===== src/rtl/ft245_pkg.sv =====
// Shared types and header layout for the FT245 channel multiplexer.
package ft245_pkg;

    localparam int unsigned NUM_CH = 4;
    localparam int unsigned CH_W   = 2;
    localparam int unsigned LEN_W  = 6;
    localparam int unsigned BYTE_W = 8;
    localparam int unsigned CH_HI  = 7;
    localparam int unsigned CH_LO  = 6;
    localparam int unsigned LEN_HI = 5;

    typedef enum logic [1:0] {
        TX_IDLE = 2'd0,
        TX_HDR  = 2'd1,
        TX_DATA = 2'd2
    } tx_state_e;

    typedef enum logic {
        RX_HDR  = 1'b0,
        RX_DATA = 1'b1
    } rx_state_e;

    // Burst header: channel in the top bits, payload length-1 below.
    function automatic logic [BYTE_W-1:0] mk_hdr(input logic [CH_W-1:0]  ch,
                                                 input logic [LEN_W-1:0] len);
        logic [BYTE_W-1:0] h;
        h               = '0;
        h[CH_HI:CH_LO]  = ch;
        h[LEN_HI:0]     = len;
        return h;
    endfunction

endpackage


===== src/rtl/ft245_chan_mux_if.sv =====
// Channel-side and FT245-side streams of the multiplexer.
interface ft245_chan_mux_if;
    import ft245_pkg::*;

    logic [NUM_CH-1:0]        tx_req_i;
    logic [NUM_CH*LEN_W-1:0]  tx_len_i;
    logic [NUM_CH-1:0]        tx_gnt_o;
    logic [NUM_CH-1:0]        tx_valid_i;
    logic [NUM_CH*BYTE_W-1:0] tx_data_i;
    logic [NUM_CH-1:0]        tx_accept_o;

    logic                     ft_tx_valid_o;
    logic [BYTE_W-1:0]        ft_tx_data_o;
    logic                     ft_tx_accept_i;

    logic                     ft_rx_valid_i;
    logic [BYTE_W-1:0]        ft_rx_data_i;
    logic                     ft_rx_accept_o;

    logic [NUM_CH-1:0]        rx_valid_o;
    logic [BYTE_W-1:0]        rx_data_o;
    logic                     rx_last_o;
    logic [NUM_CH-1:0]        rx_accept_i;
    logic [NUM_CH-1:0]        rx_en_i;
    logic                     rx_timeout_o;

    modport slave (
        input  tx_req_i, tx_len_i, tx_valid_i, tx_data_i, ft_tx_accept_i,
               ft_rx_valid_i, ft_rx_data_i, rx_accept_i, rx_en_i,
        output tx_gnt_o, tx_accept_o, ft_tx_valid_o, ft_tx_data_o,
               ft_rx_accept_o, rx_valid_o, rx_data_o, rx_last_o, rx_timeout_o
    );

    modport master (
        output tx_req_i, tx_len_i, tx_valid_i, tx_data_i, ft_tx_accept_i,
               ft_rx_valid_i, ft_rx_data_i, rx_accept_i, rx_en_i,
        input  tx_gnt_o, tx_accept_o, ft_tx_valid_o, ft_tx_data_o,
               ft_rx_accept_o, rx_valid_o, rx_data_o, rx_last_o, rx_timeout_o
    );

endinterface


===== src/rtl/ft245_rr_arb.sv =====
// 4-way round-robin pick: first requester strictly after the last winner.
module ft245_rr_arb
    import ft245_pkg::*;
(
    input  logic [NUM_CH-1:0] req_i,
    input  logic [CH_W-1:0]   ptr_i,
    output logic [NUM_CH-1:0] gnt_o,
    output logic [CH_W-1:0]   idx_o
);

    logic [CH_W-1:0] cand;
    logic            found;

    always_comb begin
        gnt_o = '0;
        idx_o = '0;
        found = 1'b0;
        cand  = '0;
        for (int unsigned i = 1; i <= NUM_CH; i++) begin
            cand = ptr_i + CH_W'(i);
            if (!found && req_i[cand]) begin
                found       = 1'b1;
                gnt_o[cand] = 1'b1;
                idx_o       = cand;
            end
        end
    end

endmodule


===== src/rtl/ft245_chan_mux.sv =====
// Multiplexes four channel byte streams onto one FT245 FIFO pair using
// header-prefixed bursts; TX and RX run independently.
module ft245_chan_mux
    import ft245_pkg::*;
#(
    parameter logic [15:0] RX_TIMEOUT = 16'd4096
) (
    input  logic             clk_i,
    input  logic             rstn_i,
    ft245_chan_mux_if.slave  bus
);

    logic [LEN_W-1:0]  len_arr [NUM_CH];
    logic [BYTE_W-1:0] dat_arr [NUM_CH];

    for (genvar c = 0; c < NUM_CH; c++) begin : g_unpack
        assign len_arr[c] = bus.tx_len_i[c*LEN_W +: LEN_W];
        assign dat_arr[c] = bus.tx_data_i[c*BYTE_W +: BYTE_W];
    end

    tx_state_e         tx_q;
    logic [CH_W-1:0]   tx_ch_q;
    logic [CH_W-1:0]   rr_ptr_q;
    logic [LEN_W-1:0]  tx_len_q;
    logic [LEN_W-1:0]  tx_cnt_q;
    logic [NUM_CH-1:0] tx_gnt_q;
    logic [NUM_CH-1:0] arb_gnt;
    logic [CH_W-1:0]   arb_idx;
    logic              tx_hs_c;

    ft245_rr_arb u_arb (
        .req_i (bus.tx_req_i),
        .ptr_i (rr_ptr_q),
        .gnt_o (arb_gnt),
        .idx_o (arb_idx)
    );

    assign tx_hs_c      = (tx_q == TX_DATA) && bus.tx_valid_i[tx_ch_q] && bus.ft_tx_accept_i;
    assign bus.tx_gnt_o = tx_gnt_q;

    // TX burst sequencer; pointer starts at the last channel so ch0 wins first.
    always_ff @(posedge clk_i or negedge rstn_i) begin
        if (!rstn_i) begin
            tx_q     <= TX_IDLE;
            tx_ch_q  <= '0;
            tx_len_q <= '0;
            tx_cnt_q <= '0;
            tx_gnt_q <= '0;
            rr_ptr_q <= CH_W'(NUM_CH - 1);
        end else begin
            case (tx_q)
                TX_IDLE: if (|bus.tx_req_i) begin
                    tx_ch_q  <= arb_idx;
                    tx_len_q <= len_arr[arb_idx];
                    tx_gnt_q <= arb_gnt;
                    tx_q     <= TX_HDR;
                end
                TX_HDR: if (bus.ft_tx_accept_i) begin
                    tx_cnt_q <= tx_len_q;
                    tx_q     <= TX_DATA;
                end
                TX_DATA: if (tx_hs_c) begin
                    if (tx_cnt_q == '0) begin
                        tx_q     <= TX_IDLE;
                        tx_gnt_q <= '0;
                        rr_ptr_q <= tx_ch_q;
                    end else begin
                        tx_cnt_q <= tx_cnt_q - LEN_W'(1);
                    end
                end
                default: tx_q <= TX_IDLE;
            endcase
        end
    end

    // Payload is a direct passthrough of the granted channel.
    always_comb begin
        bus.ft_tx_valid_o = 1'b0;
        bus.ft_tx_data_o  = '0;
        bus.tx_accept_o   = '0;
        case (tx_q)
            TX_HDR: begin
                bus.ft_tx_valid_o = 1'b1;
                bus.ft_tx_data_o  = mk_hdr(tx_ch_q, tx_len_q);
            end
            TX_DATA: begin
                bus.ft_tx_valid_o        = bus.tx_valid_i[tx_ch_q];
                bus.ft_tx_data_o         = dat_arr[tx_ch_q];
                bus.tx_accept_o[tx_ch_q] = bus.ft_tx_accept_i;
            end
            default: ;
        endcase
    end

    rx_state_e        rx_q;
    logic [CH_W-1:0]  rx_ch_q;
    logic [LEN_W-1:0] rx_cnt_q;
    logic             rx_en_q;
    logic [15:0]      rx_idle_q;
    logic             rx_tmo_q;
    logic             run_q;
    logic             rx_acc_c;
    logic             rx_hs_c;

    // run_q keeps the header accept low until the first cycle out of reset.
    always_comb begin
        rx_acc_c       = 1'b0;
        bus.rx_valid_o = '0;
        bus.rx_data_o  = '0;
        if (rx_q == RX_HDR) begin
            rx_acc_c = run_q;
        end else if (rx_en_q) begin
            rx_acc_c                = bus.rx_accept_i[rx_ch_q];
            bus.rx_valid_o[rx_ch_q] = bus.ft_rx_valid_i;
            bus.rx_data_o           = bus.ft_rx_data_i;
        end else begin
            rx_acc_c = 1'b1;
        end
    end

    assign rx_hs_c            = bus.ft_rx_valid_i && rx_acc_c;
    assign bus.ft_rx_accept_o = rx_acc_c;
    assign bus.rx_last_o      = (rx_q == RX_DATA) && (rx_cnt_q == '0);
    assign bus.rx_timeout_o   = rx_tmo_q;

    // RX parser with an idle-gap watchdog inside each burst.
    always_ff @(posedge clk_i or negedge rstn_i) begin
        if (!rstn_i) begin
            rx_q      <= RX_HDR;
            rx_ch_q   <= '0;
            rx_cnt_q  <= '0;
            rx_en_q   <= 1'b0;
            rx_idle_q <= '0;
            rx_tmo_q  <= 1'b0;
            run_q     <= 1'b0;
        end else begin
            run_q    <= 1'b1;
            rx_tmo_q <= 1'b0;
            case (rx_q)
                RX_HDR: begin
                    rx_idle_q <= '0;
                    if (rx_hs_c) begin
                        rx_ch_q  <= bus.ft_rx_data_i[CH_HI:CH_LO];
                        rx_cnt_q <= bus.ft_rx_data_i[LEN_HI:0];
                        rx_en_q  <= bus.rx_en_i[bus.ft_rx_data_i[CH_HI:CH_LO]];
                        rx_q     <= RX_DATA;
                    end
                end
                RX_DATA: begin
                    if (bus.ft_rx_valid_i) begin
                        rx_idle_q <= '0;
                        if (rx_hs_c) begin
                            if (rx_cnt_q == '0) rx_q <= RX_HDR;
                            else                rx_cnt_q <= rx_cnt_q - LEN_W'(1);
                        end
                    end else if (rx_idle_q == RX_TIMEOUT - 16'd1) begin
                        rx_idle_q <= '0;
                        rx_tmo_q  <= 1'b1;
                        rx_q      <= RX_HDR;
                    end else begin
                        rx_idle_q <= rx_idle_q + 16'd1;
                    end
                end
                default: rx_q <= RX_HDR;
            endcase
        end
    end

endmodule


===== src/flat_wrapper.sv =====
// flat-port wrapper written by rule: the top's interface ports become plain ports
module ft245_chan_mux_flat import ft245_pkg::*;
#(
    parameter logic [15:0] RX_TIMEOUT = 16'd4096
)
  (clk_i, rstn_i, bus_tx_req_i, bus_tx_len_i, bus_tx_valid_i, bus_tx_data_i, bus_ft_tx_accept_i, bus_ft_rx_valid_i, bus_ft_rx_data_i, bus_rx_accept_i, bus_rx_en_i, bus_tx_gnt_o, bus_tx_accept_o, bus_ft_tx_valid_o, bus_ft_tx_data_o, bus_ft_rx_accept_o, bus_rx_valid_o, bus_rx_data_o, bus_rx_last_o, bus_rx_timeout_o);
  ft245_chan_mux_if bus_i ();
  input  logic clk_i;
  input  logic rstn_i;
  input wire logic [$bits(bus_i.tx_req_i)-1:0] bus_tx_req_i;
  input wire logic [$bits(bus_i.tx_len_i)-1:0] bus_tx_len_i;
  input wire logic [$bits(bus_i.tx_valid_i)-1:0] bus_tx_valid_i;
  input wire logic [$bits(bus_i.tx_data_i)-1:0] bus_tx_data_i;
  input wire logic [$bits(bus_i.ft_tx_accept_i)-1:0] bus_ft_tx_accept_i;
  input wire logic [$bits(bus_i.ft_rx_valid_i)-1:0] bus_ft_rx_valid_i;
  input wire logic [$bits(bus_i.ft_rx_data_i)-1:0] bus_ft_rx_data_i;
  input wire logic [$bits(bus_i.rx_accept_i)-1:0] bus_rx_accept_i;
  input wire logic [$bits(bus_i.rx_en_i)-1:0] bus_rx_en_i;
  output wire logic [$bits(bus_i.tx_gnt_o)-1:0] bus_tx_gnt_o;
  output wire logic [$bits(bus_i.tx_accept_o)-1:0] bus_tx_accept_o;
  output wire logic [$bits(bus_i.ft_tx_valid_o)-1:0] bus_ft_tx_valid_o;
  output wire logic [$bits(bus_i.ft_tx_data_o)-1:0] bus_ft_tx_data_o;
  output wire logic [$bits(bus_i.ft_rx_accept_o)-1:0] bus_ft_rx_accept_o;
  output wire logic [$bits(bus_i.rx_valid_o)-1:0] bus_rx_valid_o;
  output wire logic [$bits(bus_i.rx_data_o)-1:0] bus_rx_data_o;
  output wire logic [$bits(bus_i.rx_last_o)-1:0] bus_rx_last_o;
  output wire logic [$bits(bus_i.rx_timeout_o)-1:0] bus_rx_timeout_o;
  assign bus_i.tx_req_i = bus_tx_req_i;
  assign bus_i.tx_len_i = bus_tx_len_i;
  assign bus_i.tx_valid_i = bus_tx_valid_i;
  assign bus_i.tx_data_i = bus_tx_data_i;
  assign bus_i.ft_tx_accept_i = bus_ft_tx_accept_i;
  assign bus_i.ft_rx_valid_i = bus_ft_rx_valid_i;
  assign bus_i.ft_rx_data_i = bus_ft_rx_data_i;
  assign bus_i.rx_accept_i = bus_rx_accept_i;
  assign bus_i.rx_en_i = bus_rx_en_i;
  assign bus_tx_gnt_o = bus_i.tx_gnt_o;
  assign bus_tx_accept_o = bus_i.tx_accept_o;
  assign bus_ft_tx_valid_o = bus_i.ft_tx_valid_o;
  assign bus_ft_tx_data_o = bus_i.ft_tx_data_o;
  assign bus_ft_rx_accept_o = bus_i.ft_rx_accept_o;
  assign bus_rx_valid_o = bus_i.rx_valid_o;
  assign bus_rx_data_o = bus_i.rx_data_o;
  assign bus_rx_last_o = bus_i.rx_last_o;
  assign bus_rx_timeout_o = bus_i.rx_timeout_o;
  ft245_chan_mux #(.RX_TIMEOUT(RX_TIMEOUT)) u_core (.clk_i(clk_i), .rstn_i(rstn_i), .bus(bus_i));
endmodule

===== config.mk =====
export PLATFORM = sky130hd
export DESIGN_NAME = ft245_chan_mux_flat
export DESIGN_NICKNAME = d
export VERILOG_FILES = /design/src/rtl/ft245_pkg.sv /design/src/rtl/ft245_chan_mux_if.sv /design/src/rtl/ft245_rr_arb.sv /design/src/rtl/ft245_chan_mux.sv /design/src/flat_wrapper.sv
export SDC_FILE = /design/constraint.sdc
export NUM_CORES = 1
export LEC_CHECK = 0
export ABC_AREA = 1
export CORE_UTILIZATION = 43
export DETAILED_ROUTE_END_ITERATION = 10
export GPL_ROUTABILITY_DRIVEN = 0
export PLACE_DENSITY = 0.77
export SLEW_MARGIN = 40
export SYNTH_ARGS = -nofsm -noshare
export SYNTH_HDL_FRONTEND = slang
export SYNTH_SLANG_ARGS = --single-unit

===== constraint.sdc =====
create_clock -name clk_i -period 2.4 [get_ports clk_i]
set_clock_uncertainty 0.15 [all_clocks]
set_input_delay 0.36 -clock clk_i [delete_from_list [all_inputs] [get_ports clk_i]]
set_output_delay 0.36 -clock clk_i [all_outputs]
set_load 0.01 [all_outputs]

-- After elaboration in Yosys (flattened, before gate mapping)
Cells that the tools add are included.
Widths: inputs -> output; s select.
- word-level logic and storage cells: 165
- output and inout bits: 32
- register bits: 50
- mux-type cells: 82
- bitwise operators: 8
- equality and inequality tests: 12
- $lt $le $gt $ge: 15
- $add $sub $neg: 6
- reductions and logical operators: 29
- operators with widths (cell ; count):
    $mux 6 ; 9
    $mux 4 ; 10
    $mux 16 ; 2
    $mux 8 ; 4
    $pmux 16 s2 ; 1
    $mux 1 ; 26
    $pmux 6 s2 ; 2
    $lt 2x3->1 const B ; 7
    $add 16x1->16 const B ; 1
    $bmux 8 s2 ; 1
    $eq 16x12->1 const B ; 1
    $mux 2 ; 8
    $pmux 8 s2 ; 1
    $reduce_and 4->1 ; 4
    $bmux 1 s2 ; 7
    $logic_and 1x1->1 ; 13
    $bmux 6 s2 ; 1
    $demux 1 s2 ; 6
    $ge 2x1->1 const B ; 6
    $logic_not 6->1 ; 2
    $ne 2x2->1 const B ; 6
    $or 4x4->4 ; 3
    $sub 6x1->6 const B ; 2
    $and 4x4->4 ; 2
    17 further kinds ; 27

-- Logic depth before layout (Yosys ltp)
- depth in word-level cells: 17
- mapped depth: 16
- gate-level depth less buffers: 14

-- Hierarchy
Synthesis repeated with hierarchy kept, for this count alone.
- cell total of the unflattened synthesis: 601
- area total of the unflattened synthesis: 4062.6 um^2
- by module, submodules not included (module ; area an instance (um^2) ; seq. area each (um^2) ; instances ; cells an instance):
    ft245_chan_mux ; 3527.1 ; 1253.7 ; 1 ; 516
    ft245_rr_arb ; 535.5 ; 0.0 ; 1 ; 85

-- Worst setup path after synthesis
Ideal clock, no wire load.
- kind: register to register
- start: reg u_core.rr_ptr_q[0]
- end: reg u_core.tx_len_q[0]
- cell stages (with the launch flop): 16
- setup time: 0.119 ns
- buffers on the path: 1
- path slack: 0.044 ns
- arrival: 2.087 ns
- required time: 2.131 ns
- path through: dfstp_2 -> buf_6 -> inv_6 -> ha_1 -> inv_1 -> nand3_2 -> nand2_4 -> inv_1 -> nand3_1 -> nand2_1 -> nand2_1 -> nand2_1 -> nand2_1 -> nand3_1 -> nand3_1 -> nand2_1
- word-level cells in the longest chain between the ends: 17
- elaborated cells between the ends (all ways): 28
- those cells by class: 3 x add/sub; 18 x mux; 1 x bitwise; 6 x reduce/logical
- ends and longest elaborated chain (what ; line ; text):
    from (decl) ; ft245_chan_mux.sv:23 ; logic [CH_W-1:0] rr_ptr_q;
    from (signal assigned) ; ft245_chan_mux.sv:49 ; rr_ptr_q <= CH_W'(NUM_CH - 1);
    from (signal assigned) ; ft245_chan_mux.sv:66 ; rr_ptr_q <= tx_ch_q;
    $add 2x1->2 ; ft245_rr_arb.sv:20 ; cand = ptr_i + CH_W'(i);
    $bmux 1 s2 ; ft245_rr_arb.sv:21 ; if (!found && req_i[cand]) begin
    $mux 1 (not written as such) ; ft245_rr_arb.sv:21 ;
    $mux 1 ; ft245_rr_arb.sv:21 ;
    $logic_not 1->1 ; ft245_rr_arb.sv:21 ;
    $logic_and 1x1->1 ; ft245_rr_arb.sv:21 ;
    $mux 1 ; ft245_rr_arb.sv:21 ;
    $logic_not 1->1 ; ft245_rr_arb.sv:21 ;
    $logic_and 1x1->1 ; ft245_rr_arb.sv:21 ;
    $mux 1 ; ft245_rr_arb.sv:21 ;
    $logic_not 1->1 ; ft245_rr_arb.sv:21 ;
    $logic_and 1x1->1 ; ft245_rr_arb.sv:21 ;
    $mux 2 * ; ft245_rr_arb.sv:21 ;
    $not 2->3 (not written as such) * ; ft245_chan_mux.sv:54 ; tx_len_q <= len_arr[arb_idx];
    $bmux 6 s2 * ; ft245_chan_mux.sv:54 ;
    $mux 6 (not written as such) * (2 in a row) ; ft245_chan_mux.sv:54 ;
    to (signal assigned) ; ft245_chan_mux.sv:54 ;
    to (decl) ; ft245_chan_mux.sv:24 ; logic [LEN_W-1:0] tx_len_q;
Mark *: on every way between the ends. The rest lies on a longest branch, timed or not. The select of a mux whose other input is x is not followed.
A chain may end at the register's enable or synchronous reset.

-- Worst setup path in the final report
- start: reg u_core.rr_ptr_q[0]
- end: reg u_core.tx_len_q[2]
Same word-level chain as after synthesis.

==> flow_metrics.env <==
export IMPL_status="complete, no violations"
export IMPL_mostFrequentLayoutCell="nand2_1"
export IMPL_core_um2=8340
export IMPL_syn_nets=628
export IMPL_grt_pass1_wl_um=17400
export IMPL_fill_cells=717
export IMPL_worst_r2r_endpoint="u_core.tx_len_q[2]"
export IMPL_die_width_um=95.7
export IMPL_min_to="u_core.rx_idle_q[0]"
export IMPL_diodes=0
export IMPL_r2r_start="u_core.rr_ptr_q[0]"
export IMPL_synth_enable_flop_cells=0
export IMPL_clockRootBuffer="clkbuf_8"
export IMPL_numCtsBuffers=5
export IMPL_synthMuxAreaShare_pct=0.829
export IMPL_detail_route_wl_per_cell_um=14.4
export IMPL_fin_crit_sh_pct=96.5
export IMPL_nets=767
export IMPL_hold_start="u_core.rx_idle_q[0]"
export IMPL_numClockSinks=50
export IMPL_vias_per_cell=5.34
export IMPL_required_ps=2460
export IMPL_netlist_instances=527
export IMPL_first_pass_iters=5
export IMPL_switching_power_w=0.00339
export IMPL_switching_share_pct=50.0
export IMPL_startpoint_type="register"
export IMPL_boundaryPins=116
export IMPL_cp_slowest_cell="dfstp_2"
export IMPL_num_vias=4126
export IMPL_synth_simple_area_share_pct=36.2
export IMPL_r2r_slack_ps=80
export IMPL_ys_ff_latch=50
export IMPL_intPower_w=0.00339
export IMPL_seqCellArea_um2=1260
export IMPL_postSynth_asyncResetShare_pct=100
export IMPL_hold_viol_final=0
export IMPL_cp_top_family="simple AND/OR/NAND/NOR gates"
export IMPL_synth_adder_area_share_pct=5.64
export IMPL_synth_compound_area_share_pct=12.6
export IMPL_num_rows=33
export IMPL_fmax_mhz=432
export IMPL_layout_drive_gt1_share_pct=13.9
export IMPL_crit_buf_inv=3
export IMPL_yosys_area_share_xor_xnor_pct=2.32
export IMPL_ys_types=43
export IMPL_grt_pass1_vias=3941
export IMPL_fin_crit_ps=2320
export IMPL_multi_input_area_um2=2300
export IMPL_critical_path_cell_chain="inv_6, ha_4, inv_1, nand3_2, nand2_4, nor2_4, nand2_1, nand2_2, nand2_4, buf_4, nand3_1, nand3_1, nand3_1, nand2_1"
export IMPL_area_delta_synth_final_pct=44.5
export IMPL_crit_path_end_kind="register"
export IMPL_hpwl_um=8490
export IMPL_worst_setup_path_type="register to register"
export IMPL_drt_iter0_drc=201
export IMPL_dp_cells=748
export IMPL_cpPeakStageDelay_ps=590
export IMPL_ys_warn_count=0
export IMPL_drc=0
export IMPL_p_leak_nw=2.54
export IMPL_critPathMostFrequentCell="nand3_1"
export IMPL_clock_path_buffers=2
export IMPL_dieArea_um2=9150
export IMPL_fp_dieH_um=95.7
export IMPL_syn_avg_cell_area_um2=7.16
export IMPL_fin_util_pct=65.3
export IMPL_timing_final_ws_setup_ps=85.0
export IMPL_vdd_drop_max_mv=0.852
export IMPL_final_cells=772
export IMPL_initial_core_util_pct=45.2
export IMPL_port_buffers=115
export IMPL_clkTransAtPathRegs_ps=100
export IMPL_clock_latency_ps=310
export IMPL_worstPathMaxFanout=7
export IMPL_setup_violations=0
export IMPL_comb_power_share_pct=70.2
export IMPL_maxSlewHeadroom_pct=61.7
export IMPL_drv_slew=0
export IMPL_antenna_found_initial=0
export IMPL_reg2reg_depth=14
export IMPL_hold_path_depth=1
export IMPL_synth_seq_area_share_pct=33.2
export IMPL_route_final_wire_length_um=11100
export IMPL_syn_area_um2=3770
export IMPL_grt_usage_pct=24.2
export IMPL_final_cell_mix="nand2_1, clkdlybuf4s50_1, nand3_1, inv_1, dfrtp_1"
export IMPL_drtAntennaViolNets=0
export IMPL_synthFlopType="dfrtp_1"
export IMPL_worst_pin_slew_ps=575
export IMPL_grt_max_degree=28
export IMPL_synth_top_family_by_area="simple AND/OR/NAND/NOR gates"
export IMPL_seq_power_share_pct=20.7
export IMPL_pre_cts_ws_ps=-70.7
export IMPL_ctsHtreeMaxLevel=2
export IMPL_min_path_type="register to register"
export IMPL_cts_tree="done"
export IMPL_drv_cap=0
export IMPL_clkPwrFrac_pct=9.1
export IMPL_grt_ovfl_total=0
export IMPL_powerDensity_nw_per_um2=1240
export IMPL_arrival_ps=2380
==> routing by layer <==
layer	global-route usage (%)	vias to the layer above	share of wire, %
li1	-	2028	-
met1	30.1	1931	43
met2	42.9	143	51
met3	3.19	24	3.8
met4	8.33	0	2.6
met5	0	-	0
==> power by group through the flow <==
stage / registers (W) / logic [W] / clock network, W
detailed placement: 0.00140 / 0.00410 / 0
floorplan: 0.00134 / 0.00293 / 0
finish: 0.00141 / 0.00476 / 0.000616
global route: 0.00144 / 0.00525 / 0.000672
global placement: 0.00139 / 0.00397 / 0
CTS: 0.00140 / 0.00423 / 0.000640
==> worst max path at each step <==
stage | start | end | cells past startpoint
after CTS | u_core.rr_ptr_q[0] | u_core.tx_len_q[5] | 11
after detailed placement | bus_tx_req_i[0] | u_core.tx_len_q[5] | 14
after floorplan | u_core.rr_ptr_q[0] | u_core.tx_len_q[0] | 15
final | u_core.rr_ptr_q[0] | u_core.tx_len_q[2] | 14
after global routing | u_core.rr_ptr_q[0] | u_core.tx_len_q[3] | 14
after global placement | u_core.tx_q[0] | bus_tx_accept_o[2] | 5
==> logic make-up after synthesis <==
group	Yosys count
and+or+nand+nor	281
AOI/OAI and AO/OA	84
muxes	3
xor gates and xnor gates	10
buffers and inverters	81
adders and majority gates	17
DFF	50
other	1
==> cell type report <==
class / instances / area share [%]
Clock buffer: 5 / 1.26
Clock inverter: 3 / 0.872
Inverter: 66 / 4.73
Multi-Input combinational cell: 398 / 42.1
Sequential cell: 50 / 23.0
Tap cell: 105 / 2.41
Timing Repair Buffer: 145 / 25.6
==> registers in the layout (all words and copies together), names as in the netlist <==
register,flops
u_core.rx_ch_q,2
u_core.rx_idle_q,16
u_core.rx_cnt_q,6
u_core.rx_en_q,1
u_core.tx_ch_q,2
u_core.bus.tx_gnt_o,4
u_core.tx_cnt_q,6
u_core.rx_q,1
u_core.bus.rx_timeout_o,1
u_core.run_q,1
u_core.rr_ptr_q,2
u_core.tx_q,2
u_core.tx_len_q,6
==> cell usage after synthesis (all sizes together), types with 2 or more instances <==
library cell    n  share of area [%]
dfrtp          48                 32
mux2i           2               0.53
xor2            6                1.4
o22ai           4               0.66
a31oi           2               0.33
nand4           8                1.9
o21ai          36                4.8
ha             17                5.6
nor3           16                2.1
buf            10                1.8
nand3          82                 12
o211ai          3               0.60
nor2           50                6.2
a21oi          24                3.3
clkbuf          5               0.50
inv            64                6.5
dfstp           2                1.4
clkinv          2               0.20
a22oi          13                2.6
nand2         122                 14
xnor2           4               0.93
==> stage by stage <==
step                      power, W  area (um2)  TNS, ps  hold slack (ps)
after detailed placement   0.00550        5090     -314              245
final                      0.00678        5450        0              315
after CTS                  0.00627        5290        0              318
after floorplan            0.00427        3770        0            -85.6
after global placement     0.00537        5090        0              246
after global routing       0.00736        5450    -54.2              354
==> what timing repair did <==
action,in CTS,in global routing
pin swaps,1,9
cloned,0,2
endpoints found under the setup margin,20,14
hold buffers,1,0
hold endpoints to repair,23,0
gates resized for setup,25,16
buffers inserted,3,10
No activity file was read; power rests on OpenSTA's default activity.
